[config.mk]
export PLATFORM = sky130hd
export DESIGN_NAME = seq_ram_writer
export DESIGN_NICKNAME = d
export VERILOG_FILES = /design/src/rtl/seq_ram_writer.sv
export SDC_FILE = /design/constraint.sdc
export NUM_CORES = 1
export LEC_CHECK = 0
export BUFFER_PORTS_ARGS = -buffer_cell sky130_fd_sc_hd__buf_4
export CAP_MARGIN = 20
export CORE_MARGIN = 1
export CORE_UTILIZATION = 45
export DETAILED_ROUTE_END_ITERATION = 8
export GPL_TIMING_DRIVEN = 0
export PLACE_DENSITY_LB_ADDON = 0.1
export RECOVER_POWER = 50
export SLEW_MARGIN = 20
export SYNTH_ARGS = -nofsm -noshare
export SYNTH_HDL_FRONTEND = slang
export SYNTH_SLANG_ARGS = --single-unit
export TNS_END_PERCENT = 5
[constraint.sdc]
create_clock -name CLK_50 -period 2.7 [get_ports CLK_50]
set_input_delay 0.27 -clock CLK_50 [delete_from_list [all_inputs] [get_ports CLK_50]]
set_output_delay 0.27 -clock CLK_50 [all_outputs]
set_load 0.02 [all_outputs]
[src/rtl/seq_ram_writer.sv]
// seq_ram_writer: sequencer recording front end for a single-port RAM.
// Accepts a stream of step words and writes them to consecutive RAM
// addresses from 0. Can also zero-fill the whole RAM.
//
// Parameters:
//   ADDR_W : RAM address width (DEPTH = 2**ADDR_W)
//   DATA_W : RAM word width
// Ports:
//   CLK_50     : clock, rising edge
//   reset      : asynchronous active-high reset
//   clear      : pulse, zero-fill the RAM (sweep of DEPTH writes)
//   rec_start  : pulse, start recording at address 0
//   rec_stop   : pulse, stop recording
//   step_valid : step_data valid this cycle
//   step_data  : word to record
//   step_ready : word accepted this cycle (RECORD state only)
//   wraddress  : registered RAM write address
//   data       : registered RAM write data
//   wren       : registered RAM write enable
//   count      : words recorded since the last rec_start or clear
//   busy       : clearing or recording
//   full       : DEPTH words recorded, further words refused
//   checksum   : XOR of all recorded words (only with SEQ_WR_CHECKSUM_EN)
// Optional feature macro: SEQ_WR_CHECKSUM_EN
module seq_ram_writer #(
  parameter int unsigned ADDR_W = 7,
  parameter int unsigned DATA_W = 32
) (
  input  logic              CLK_50,
  input  logic              reset,
  input  logic              clear,
  input  logic              rec_start,
  input  logic              rec_stop,
  input  logic              step_valid,
  input  logic [DATA_W-1:0] step_data,
  output logic              step_ready,
  output logic [ADDR_W-1:0] wraddress,
  output logic [DATA_W-1:0] data,
  output logic              wren,
  output logic [ADDR_W:0]   count,
`ifdef SEQ_WR_CHECKSUM_EN
  output logic [DATA_W-1:0] checksum,
`endif
  output logic              busy,
  output logic              full
);

  // Count value just before the last free slot is taken.
  localparam logic [ADDR_W:0] CountLast = {1'b0, {ADDR_W{1'b1}}};

  typedef enum logic [1:0] {StIdle, StClear, StRecord, StFull} state_e;

  state_e              state_q, state_d;
  logic [ADDR_W-1:0]   wr_ptr_q, wr_ptr_d;
  logic [ADDR_W:0]     count_q, count_d;
  logic [ADDR_W-1:0]   wraddress_q, wraddress_d;
  logic [DATA_W-1:0]   data_q, data_d;
  logic                wren_q, wren_d;
  logic                go_clear, go_rec, rec_write;
`ifdef SEQ_WR_CHECKSUM_EN
  logic [DATA_W-1:0]   checksum_q, checksum_d;
`endif

  always_ff @(posedge CLK_50 or posedge reset) begin
    if (reset) begin
      state_q     <= StIdle;
      wr_ptr_q    <= '0;
      count_q     <= '0;
      wraddress_q <= '0;
      data_q      <= '0;
      wren_q      <= 1'b0;
`ifdef SEQ_WR_CHECKSUM_EN
      checksum_q  <= '0;
`endif
    end else begin
      state_q     <= state_d;
      wr_ptr_q    <= wr_ptr_d;
      count_q     <= count_d;
      wraddress_q <= wraddress_d;
      data_q      <= data_d;
      wren_q      <= wren_d;
`ifdef SEQ_WR_CHECKSUM_EN
      checksum_q  <= checksum_d;
`endif
    end
  end

  always_comb begin
    state_d     = state_q;
    wr_ptr_d    = wr_ptr_q;
    count_d     = count_q;
    wraddress_d = wraddress_q;
    data_d      = data_q;
    wren_d      = 1'b0;
    go_clear    = 1'b0;
    go_rec      = 1'b0;
    rec_write   = 1'b0;
`ifdef SEQ_WR_CHECKSUM_EN
    checksum_d  = checksum_q;
`endif

    unique case (state_q)
      StIdle: begin
        go_clear = clear;
        go_rec   = !clear && rec_start;
      end
      StClear: begin
        // wraddress_q holds the sweep index; all control inputs are ignored.
        if (&wraddress_q) begin
          state_d = StIdle;
        end else begin
          wren_d      = 1'b1;
          wraddress_d = wraddress_q + ADDR_W'(1);
          data_d      = '0;
        end
      end
      StRecord: begin
        go_clear = clear;
        go_rec   = !clear && rec_start;
        if (!clear && !rec_start) begin
          rec_write = step_valid;
          if (step_valid && (count_q == CountLast)) begin
            state_d = StFull;
          end else if (rec_stop) begin
            state_d = StIdle;
          end
        end
      end
      StFull: begin
        go_clear = clear;
        go_rec   = !clear && rec_start;
        if (!clear && !rec_start && rec_stop) begin
          state_d = StIdle;
        end
      end
    endcase

    if (rec_write) begin
      wren_d      = 1'b1;
      wraddress_d = wr_ptr_q;
      data_d      = step_data;
      // Wraps to 0 on the last slot; FULL never writes through it.
      wr_ptr_d    = wr_ptr_q + ADDR_W'(1);
      count_d     = count_q + (ADDR_W+1)'(1);
`ifdef SEQ_WR_CHECKSUM_EN
      checksum_d  = checksum_q ^ step_data;
`endif
    end

    if (go_clear) begin
      // First sweep write goes out on the entry edge.
      state_d     = StClear;
      count_d     = '0;
      wren_d      = 1'b1;
      wraddress_d = '0;
      data_d      = '0;
`ifdef SEQ_WR_CHECKSUM_EN
      checksum_d  = '0;
`endif
    end

    if (go_rec) begin
      state_d    = StRecord;
      wr_ptr_d   = '0;
      count_d    = '0;
`ifdef SEQ_WR_CHECKSUM_EN
      checksum_d = '0;
`endif
    end
  end

  assign step_ready = (state_q == StRecord);
  assign busy       = (state_q == StClear) || (state_q == StRecord);
  assign full       = (state_q == StFull);
  assign wraddress  = wraddress_q;
  assign data       = data_q;
  assign wren       = wren_q;
  assign count      = count_q;
`ifdef SEQ_WR_CHECKSUM_EN
  assign checksum   = checksum_q;
`endif

endmodule

== Word-level counts from Yosys, hierarchy flattened ==
Index checks and enable logic that the tools add are counted.
Storage, ports and cells
  bits in registers: 57
  input bits: 38
  output and inout bits: 51
Cells by class
  eq/ne operators: 9
  add/subtract/negate cells: 3
  mux-type cells: 29
  reductions and logical operators: 16
Operators by type and width (number)
  two-way mux 32 bit: 4
  two-way mux 7 bit: 6
  two-way mux 8 bit: 3
  adder 7 x 1 -> 7 bit (second input constant): 2
  two-way mux 2 bit: 7
  adder 8 x 1 -> 8 bit (second input constant): 1
  equality test 8 x 7 -> 1 bit (second input constant): 1
  two-way mux 1 bit: 8
  != test 4 x 1 -> 1 bit (second input constant): 2
  AND reduction 7 bit: 1
  case mux 2 bit (3 select lines): 1
  nonzero test 3 bit: 2
  != test 5 x 2 -> 1 bit (second input constant): 1
  AND reduction 5 bit: 1
  nonzero test 5 bit: 1
  equality test 2 bit (second input constant): 2
  logical AND 1 bit: 4
  != test 4 bit (second input constant): 1
  != test 3 bit (second input constant): 1
  OR reduction 3 bit: 1
  equality test 2 x 1 -> 1 bit (second input constant): 1
  zero test 1 bit: 2
  zero test 2 bit: 1
  AND reduction 2 bit: 1
  other kinds (2): 2

== Depth between registers and ports, before layout ==
Gate-level depths: netlist of run 1.
  depth after elaboration: 7
  mapped depth: 8
  mapped depth without buffers: 6

== Worst setup path before layout of run 1 ==
Ideal clock, no wire load.
  kind: flip-flop to flip-flop
  start: register state_q[0]
  end: register count_q[7], in the netlist count[7]
  library setup time: 80 ps
  period minus slack after synthesis: 1926 ps
  path buffers: 2
  cell stages (with the launch flop): 9
  path slack: 774 ps
  data arrival time: 1846 ps
  data required time: 2620 ps
  path through: dfrtp_1 inv_1 ha_1 nor4bb_2 buf_6 buf_6 nand2_1 nor2_1 mux2i_1
On the way
  longest elaborated chain between the ends: 5
  elaborated cells between the ends (all ways): 10
  classes of those cells: eq/ne: 2; mux: 5; reduce/logical: 3
RTL lines
  start: declaration: line 53  | state_e state_q, state_d;
  start signal: assignment: line 66  | state_q <= StIdle;
  start signal: assignment: line 76  | state_q <= state_d;
  equality test 2 bit *
  net step_ready: line 36  | output logic step_ready,
  OR reduction 3 bit (no source line)
  two-way mux 1 bit: line 102  | unique case (state_q)
  two-way mux 8 bit: line 150  | if (go_clear) begin
  two-way mux 8 bit: line 162  | if (go_rec) begin
  end signal: assignment: line 78  | count_q <= count_d;
  end: declaration: line 55  | logic [ADDR_W:0] count_q, count_d;
Mark *: on every way through the listed nets, which the timed path passes. The rest lies on a longest branch.
A chain may end at the register's enable or synchronous reset.

== Worst setup path in the final report of run 1 ==
  start: register state_q[0]
  end: register count_q[7], in the netlist count[7]
On the way
  longest elaborated chain between the ends: 5
  elaborated cells between the ends (all ways): 10
  classes of those cells: eq/ne: 2; mux: 5; reduce/logical: 3
RTL lines (line)
  equality test 2 bit / zero test 2 bit (equally long branches): 102
  OR reduction 3 bit (no source line)
  two-way mux 1 bit: 102
  two-way mux 8 bit: 150
  two-way mux 8 bit: 162
Several ways; a longest one is shown, not always the timed one.

==> results.cfg, run 1 <==
[run_status]
outcome = complete, but fails checks
violations = max-capacitance violations, max-slew violations

[floorplan]
ios = 89
die_h_um = 78.3
die_area_mm2 = 0.00613
start_util_pct = 47.0
die_w_um = 78.3
rows = 27
coreArea_mm2 = 0.00557

[timing]
period_share_pct = 75.0
tns_ns = 0
rsz0062_at_grt = false
period_minus_slack_ns = 2.02
fin_ws_ns = 0.676
finalClockSkew_ns = 0.0106
maxSlewHeadroom_pct = -38.5
finalSetupViolCount = 0
finalMaxSlewViolations = 58
worst_slew_pin_slew_ns = 2.08
max_clock_freq_ghz = 0.494
finalHoldViolCount = 0

[layout]
fillCellCount = 496
fin_nets = 368
area_delta_synth_final_pct = 33.9
drive_gt1_share_pct = 27.8
antenna_cells = 0
stdcell_count = 399

[synthesis]
synth_cell_type_count = 39
synth-main-ff-cell = dfrtp_1
synth_commonest_cells = dfrtp_1, a22o_1, nand2_1
yosysSeqAreaShare_pct = 54.5
post_synth.cell_area_avg_um2 = 11.7
synth_largest_area_cell = dfrtp_1
yosys_register_bits = 57
postSynthCellCount = 224
synth_area_mm2 = 0.00262
yosysWarnings = 0
synth_top_area_share_pct = 54.5
synth_edf_count = 0
yosysMostFrequentCell = dfrtp_1
synth_fp_nets = 269
synthArstFlopShare_pct = 100
yosys-top-cells-area = dfrtp_1, a22o_1, ha_1

[critical_path]
r2r_setup_slack_ns = 0.68
worstSetupEndpointType = register
critPathKind = register to register
crit_required_ns = 2.95
timing.rr.start = state_q[0]
worst_ep_arrival_time_ns = 2.28
crit_path_start = state_q[0]
critPathMaxFanout = 10
critPathLaunchType = register
r2r_cells = 8
r2r_end = count[7]

[global_routing]
antenna_found_initial = 0
first_global_vias = 2149
grtUsageTotal_pct = 21.6
grt_overflow = 0
grt_pass1_wl_um = 10100
grt_max_degree = 58

[worst_hold_path]
holdPathStages = 2
hold_path.startpoint = step_data[22]
hold_path_class = input pin to register
hold_end = data[22]

[power]
finalPower_mw = 2.84
powerDensity_mw_per_mm2 = 810
power.leakage_nw = 1.73
ir_drop_mv = 0.502

[clock_tree]
cts_buffers = 9
cts_root_buf = clkbuf_8
cts.sinks = 57
clk_pin_slew_ns = 0.07
cts_resized = 0
cts_tree = done
cts_hold_buf = 0
post_cts_buffers = 0
clock_latency_ns = 0.34
cts.htree.levels = 3
cts_max_path_buffers = 2

[detailed_routing]
drt_iter0_markers = 125
via_per_inst = 5.35
ant_nets = 0
drc = 0
postRouteWirelength_um = 5990
wl_per_cell_um = 15.0
via_count = 2135
dr.pass1.iters = 4

[placement]
port_buffers = 88
dp_worst_setup_slack_ns = 0.670
dp_cells = 384
dp_hpwl_um = 4200
gp_congestion = 0.826

[flow_run]
max_cap_viol_count = 1
cell families (layout without fill, tap and decap cells):
kind of cell / count (synthesis) / count (layout) / share of synthesized area [%]
compound gates: 63 / 63 / 19.0
xor+xnor: 13 / 13 / 4.35
fa+ha+maj: 7 / 7 / 3.34
buf+inv: 18 / 121 / 4.97
flops: 57 / 57 / 54.5
mux: 2 / 2 / 0.764
simple gates: 64 / 64 / 13.1
per-layer routing:
layer / vias up / routed length, µm / global-route usage (%)
li1: 1014 / - / -
met3: 11 / 288 / 5.12
met4: 0 / 118 / 10.9
met2: 70 / 2850 / 33.6
met5: - / 0 / 0
met1: 1040 / 2730 / 28.1
sequential cells by signal, summed over array words and instances, names as in the netlist:
name / flops
data: 32
count: 8
wr_ptr_q: 7
wraddress: 7
state_q: 2
wren: 1
cell type report:
| class | instances | area [µm²] | share of cell area (%) |
|---|---|---|---|
| Buffer | 10 | 100 | 2.85 |
| Clock buffer | 9 | 124 | 3.53 |
| Tap cell | 72 | 90.1 | 2.57 |
| Sequential cell | 57 | 1430 | 40.7 |
| Inverter | 8 | 30.0 | 0.856 |
| Clock inverter | 6 | 108 | 3.07 |
| Timing Repair Buffer | 88 | 567 | 16.2 |
| Multi-Input combinational cell | 149 | 1060 | 30.3 |
worst max path at each step:
stage | to | slack, ns | cells after the start
finish | count[7] | 0.68 | 8
global route | wraddress[0] | 0.39 | 2
floorplan | count[7] | 0.77 | 8
global placement | count[7] | 0.31 | 2
CTS | count[7] | 0.66 | 8
detailed placement | count[7] | 0.67 | 8
per-stage QoR:
stage	hold slack, ns	util [%]	cell area, µm²
2_1_floorplan	0.410	-	2620
3_3_place_gp	0.485	60.4	3370
3_5_place_dp	0.438	60.5	3370
4_1_cts	0.0661	64.6	3600
5_1_grt	0.141	62.9	3510
6_report	0.151	62.9	3510
cell usage in the layout (no fill, tap or decap), types with 2 or more instances in the layout:
cell type | netlist | routed
o31ai_1 | 3 | 3
a22o_1 | 33 | 33
inv_1 | 8 | 8
ha_1 | 7 | 7
bufinv_16 | 0 | 3
xor2_1 | 8 | 8
nand4_1 | 5 | 5
nand2_1 | 20 | 20
buf_4 | 0 | 62
o211ai_1 | 4 | 4
clkbuf_1 | 1 | 26
dfrtp_1 | 57 | 57
nor2_1 | 19 | 19
and3_1 | 4 | 4
xnor2_1 | 5 | 5
clkinv_2 | 0 | 2
a21oi_1 | 6 | 6
buf_6 | 7 | 7
o21ai_0 | 6 | 6
clkbuf_8 | 0 | 9
a31oi_1 | 4 | 4
nor3_1 | 2 | 2
nor4_1 | 2 | 2
mux2i_1 | 2 | 2
nand2b_1 | 3 | 3
worst max-delay path, stage by stage, from the launching register on:
cell and delay (ns):
dfrtp_1 0.45, inv_1 0.08, ha_1 0.30, nor4bb_2 0.36, buf_6 0.19, buf_6 0.15, nand2_1 0.08, nor2_1 0.14
mux2i_1 0.19
power by group:
part	switching, mW	total [mW]	internal, mW	leakage [nW]
Combinational	0.521	0.891	0.370	0.826
Clock	0.329	0.933	0.604	0.115
Sequential	0.0801	1.02	0.936	0.785
Total	0.930	2.84	1.91	1.73
Power figures use the tool's default switching activity.
==> run 2, diff against run 1 <==
==> constraint.sdc (replaced) <==
create_clock -name CLK_50 -period 1.6 [get_ports CLK_50]
set_input_delay 0.16 -clock CLK_50 [delete_from_list [all_inputs] [get_ports CLK_50]]
set_output_delay 0.16 -clock CLK_50 [all_outputs]
set_load 0.02 [all_outputs]
==> results.cfg, run 2 (synthesis results as in run 1) <==
[timing]
tns_ns = -2.47
period_minus_slack_ns = 1.69
worst_slew_pin_slew_ns = 0.546
max_clock_freq_ghz = 0.591
finalSetupViolCount = 37
fin_ws_ns = -0.0908
hold_slack_ns = 0.0395
rsz0062_at_grt = true
finalClockSkew_ns = 0.00772
finalHoldViolCount = 0
maxSlewHeadroom_pct = 63.6
finalMaxSlewViolations = 0
period_share_pct = 106

[clock_tree]
clk_pin_slew_ns = 0.07
cts_tree = done
cts_max_path_buffers = 2
cts.htree.levels = 3
cts.sinks = 57
cts_root_buf = clkbuf_8
cts_buffers = 9
clock_latency_ns = 0.34

[detailed_routing]
wl_per_cell_um = 15.7
postRouteWirelength_um = 6490
via_count = 2201
drt_iter0_markers = 120
drc = 0
via_per_inst = 5.32
dr.pass1.iters = 4
ant_nets = 0

[layout]
fin_nets = 382
stdcell_count = 414
layout_commonest_cell = buf_4
area_delta_synth_final_pct = 43.5
final_util_pct = 67.4
final_cell_mix = buf_4, dfrtp_1, a22o_1
drive_gt1_share_pct = 36.0
largest_reg_flops = 32
fillCellCount = 468
antenna_cells = 0

[power]
powerDensity_mw_per_mm2 = 1360
power.leakage_nw = 1.81
ir_drop_mv = 0.923

[placement]
dp_worst_setup_slack_ns = -0.279
dp_cells = 385
port_buffers = 88
gp_congestion = 0.800
dp_hpwl_um = 4340

[critical_path]
critPathMaxFanout = 10
critPathLaunchType = register
crit_path_start = state_q[0]
r2r_setup_slack_ns = -0.09
critPathKind = register to register
worst_ep_arrival_time_ns = 1.92
crit_required_ns = 1.83
worstSetupEndpointType = register
timing.rr.start = state_q[0]

[floorplan]
die_w_um = 78.3
die_h_um = 78.3
start_util_pct = 47.0
coreArea_mm2 = 0.00557
ios = 89
die_area_mm2 = 0.00613
rows = 27

[worst_hold_path]
hold_path_class = input pin to register
hold_path.startpoint = step_data[26]

[global_routing]
grt_overflow = 0
grt_pass1_wl_um = 10600
antenna_found_initial = 0
first_global_vias = 2310
grt_max_degree = 33
grtUsageTotal_pct = 22.6

[run_status]
violations = negative setup slack
outcome = complete, but fails checks

[flow_run]
max_cap_viol_count = 0
==> run 2: changes by cell type in the layout (fill, tap and decap cells not counted), sizes merged <==
cell         before  now
buf              70   78
clkinvlp          1    2
clkinv            2    3
bufinv            3    2
dlygate4sd3       0    1
clkbuf           36   41
==> run 2: stage by stage <==
stage	cell area [µm²]	total power, mW
finish	3760	5.11
global route	3760	5.38
CTS	3850	5.10
detailed placement	3420	3.34
global placement	3400	3.30
floorplan	2650	2.79
==> run 2: layout make-up <==
cell class              instances  area [µm²]  share of cell area [%]
inverters                       8        33.8                   0.899
clock inverters                 7         103                    2.73
multi-input cells             149        1160                    30.9
plain buffers                  10         115                    3.06
well taps                      72        90.1                    2.40
repair buffers                102         701                    18.6
flip-flops and latches         57        1430                    38.0
clock buffers                   9         124                    3.30
==> run 2: critical path, stage by stage, from the launching register on <==
cell      delay [ns]
dfrtp_2         0.44
inv_2           0.07
ha_4            0.16
nor4bb_4        0.20
buf_6           0.19
nor3_4          0.06
buf_12          0.13
buf_6           0.14
a22o_1          0.18
==> run 2: power by group <==
group | leakage (nW) | internal [mW] | total [mW] | switching, mW
Combinational | 0.916 | 0.849 | 1.86 | 1.01
Clock | 0.110 | 0.888 | 1.51 | 0.622
Sequential | 0.781 | 1.59 | 1.74 | 0.152
==> run 2: final timing paths <==
check,depth (start not counted),to
max,8,data[11]
min,2,data[26]
max reg2reg,8,data[11]
min reg2reg,1,data[2]
max in group asynchronous,4,state_q[0]
min in group asynchronous,3,data[26]
==> run 2: timing repair <==
item / CTS / global route
hold buffers: 1 / 0
pin swaps: 8 / 1
cloned: 1 / 0
setup endpoints to repair: 55 / 56
resized for setup: 16 / 14
hold endpoints to repair: 25 / 0
buffers inserted: 10 / 1
==> run 2: routing by layer <==
| metal | global-route usage, % | vias up | wire (µm) |
|---|---|---|---|
| met2 | 35.6 | 76 | 3010 |
| met3 | 8.84 | 10 | 441 |
| met1 | 28.5 | 1064 | 2930 |
| li1 | - | 1051 | - |
| met5 | 0 | - | 0 |
| met4 | 7.41 | 0 | 104 |
==> run 3, diff against run 2 <==
==> constraint.sdc (replaced) <==
create_clock -name CLK_50 -period 1.6 [get_ports CLK_50]
set_input_delay 0.08 -clock CLK_50 [delete_from_list [all_inputs] [get_ports CLK_50]]
set_output_delay 0.08 -clock CLK_50 [all_outputs]
set_load 0.02 [all_outputs]
==> results.cfg, run 3 (synthesis results as in run 1) <==
[detailed_routing]
via_count = 2337
drt_iter0_markers = 109
via_per_inst = 5.24
wl_per_cell_um = 15.8
drc = 0
dr.pass1.iters = 4
postRouteWirelength_um = 7040
ant_nets = 0

[critical_path]
r2r_setup_slack_ns = -0.07
critPathLaunchType = register
timing.rr.start = state_q[0]
crit_required_ns = 1.80
critPathKind = register to register
r2r_cells = 6
r2r_end = state_q[1]
critPathMaxFanout = 3
worstSetupEndpointType = register
worst_ep_arrival_time_ns = 1.86

[clock_tree]
cts.sinks = 57
cts.htree.levels = 3
cts_buffers = 9
cts_root_buf = clkbuf_8
clock_latency_ns = 0.33
cts_tree = done
clk_pin_slew_ns = 0.06
cts_max_path_buffers = 2

[layout]
drive_gt1_share_pct = 33.2
design_area_mm2 = 0.00403
layout_commonest_cell = buf_4
final_cell_mix = buf_4, dfrtp_1, a22o_1, clkbuf_1, dlygate4sd3_1
stdcell_count = 446
fin_nets = 415
largest_reg_flops = 32
antenna_cells = 0
area_delta_synth_final_pct = 53.7

[placement]
dpl-instance-area_mm2 = 0.00340
gp_congestion = 0.828
port_buffers = 88
dp_hpwl_um = 4210
dp_cells = 384
dp_worst_setup_slack_ns = -0.243

[timing]
finalSetupViolCount = 36
period_minus_slack_ns = 1.67
max_clock_freq_ghz = 0.600
period_share_pct = 104
maxSlewHeadroom_pct = 22.4
finalHoldViolCount = 0
fin_ws_ns = -0.0678
rsz0062_at_grt = true
tns_ns = -0.842
worst_slew_pin_slew_ns = 1.16
finalClockSkew_ns = 0.00540
finalMaxSlewViolations = 0

[power]
power.leakage_nw = 1.90
powerDensity_mw_per_mm2 = 1280
finalPower_mw = 5.15
ir_drop_mv = 0.743

[worst_hold_path]
hold_path_class = input pin to register
holdPathStages = 3
hold_path.startpoint = clear
hold_end = wr_ptr_q[2]

[flow_run]
max_cap_viol_count = 0

[floorplan]
rows = 27
die_area_mm2 = 0.00613
start_util_pct = 47.0
die_h_um = 78.3
ios = 89
coreArea_mm2 = 0.00557
die_w_um = 78.3

[global_routing]
grt_overflow = 0
first_global_vias = 2434
antenna_found_initial = 0
grt_pass1_wl_um = 11600
grtUsageTotal_pct = 25.0
grt_max_degree = 58

[run_status]
outcome = complete, but fails checks
violations = negative setup slack
==> run 3: through the flow <==
step / hold slack (ns) / utilization [%]
6_report: 0.156 / 72.2
5_1_grt: 0.164 / 72.2
4_1_cts: 0.136 / 73.1
3_5_place_dp: 0.246 / 61.0
3_3_place_gp: 0.302 / 60.9
2_1_floorplan: 0.220 / -
==> run 3: worst max-delay path by stage <==
stage,depth (start not counted),from,slack [ns],end
floorplan,5,wraddress[0],-0.02,wraddress[5]
global placement,2,reset,-0.75,wraddress[1]
detailed placement,6,state_q[1],-0.24,data[0]
CTS,5,wraddress[0],-0.08,wraddress[5]
global route,6,state_q[0],-0.17,state_q[1]
finish,6,state_q[0],-0.07,state_q[1]
==> run 3: cell type report <==
class | instances | area [µm²]
inverters | 8 | 30.0
repair buffers | 135 | 1000
well taps | 72 | 90.1
flip-flops and latches | 57 | 1440
fillers | 418 | 1550
clock buffers | 12 | 155
clock inverters | 3 | 40.0
multi-input cells | 149 | 1170
plain buffers | 10 | 104
==> run 3: what timing repair did <==
action                                 in CTS  in global routing
hold buffers                               33                  0
buffers inserted                           12                  3
gates resized for setup                    15                 18
pin swaps                                   5                  9
setup endpoints to repair                  55                 56
endpoints found under the hold margin      89                  0
==> run 3: power breakdown <==
group / switching (mW) / internal (mW)
logic: 1.06 / 1.00
registers: 0.152 / 1.59
clock network: 0.558 / 0.791
==> run 3: layer usage <==
metal / wire length [µm] / GRT usage [%]
met5: 0 / 0
met1: 3010 / 31.7
met3: 390 / 6.98
met4: 69 / 8.15
met2: 3570 / 41.2
==> run 3: critical path: stages, from the launching register on <==
cell and delay [ns]:
dfrtp_2 0.42, buf_6 0.13, ha_4 0.16, mux2i_2 0.16, o32a_1 0.33, o31ai_2 0.21, a31oi_1 0.12
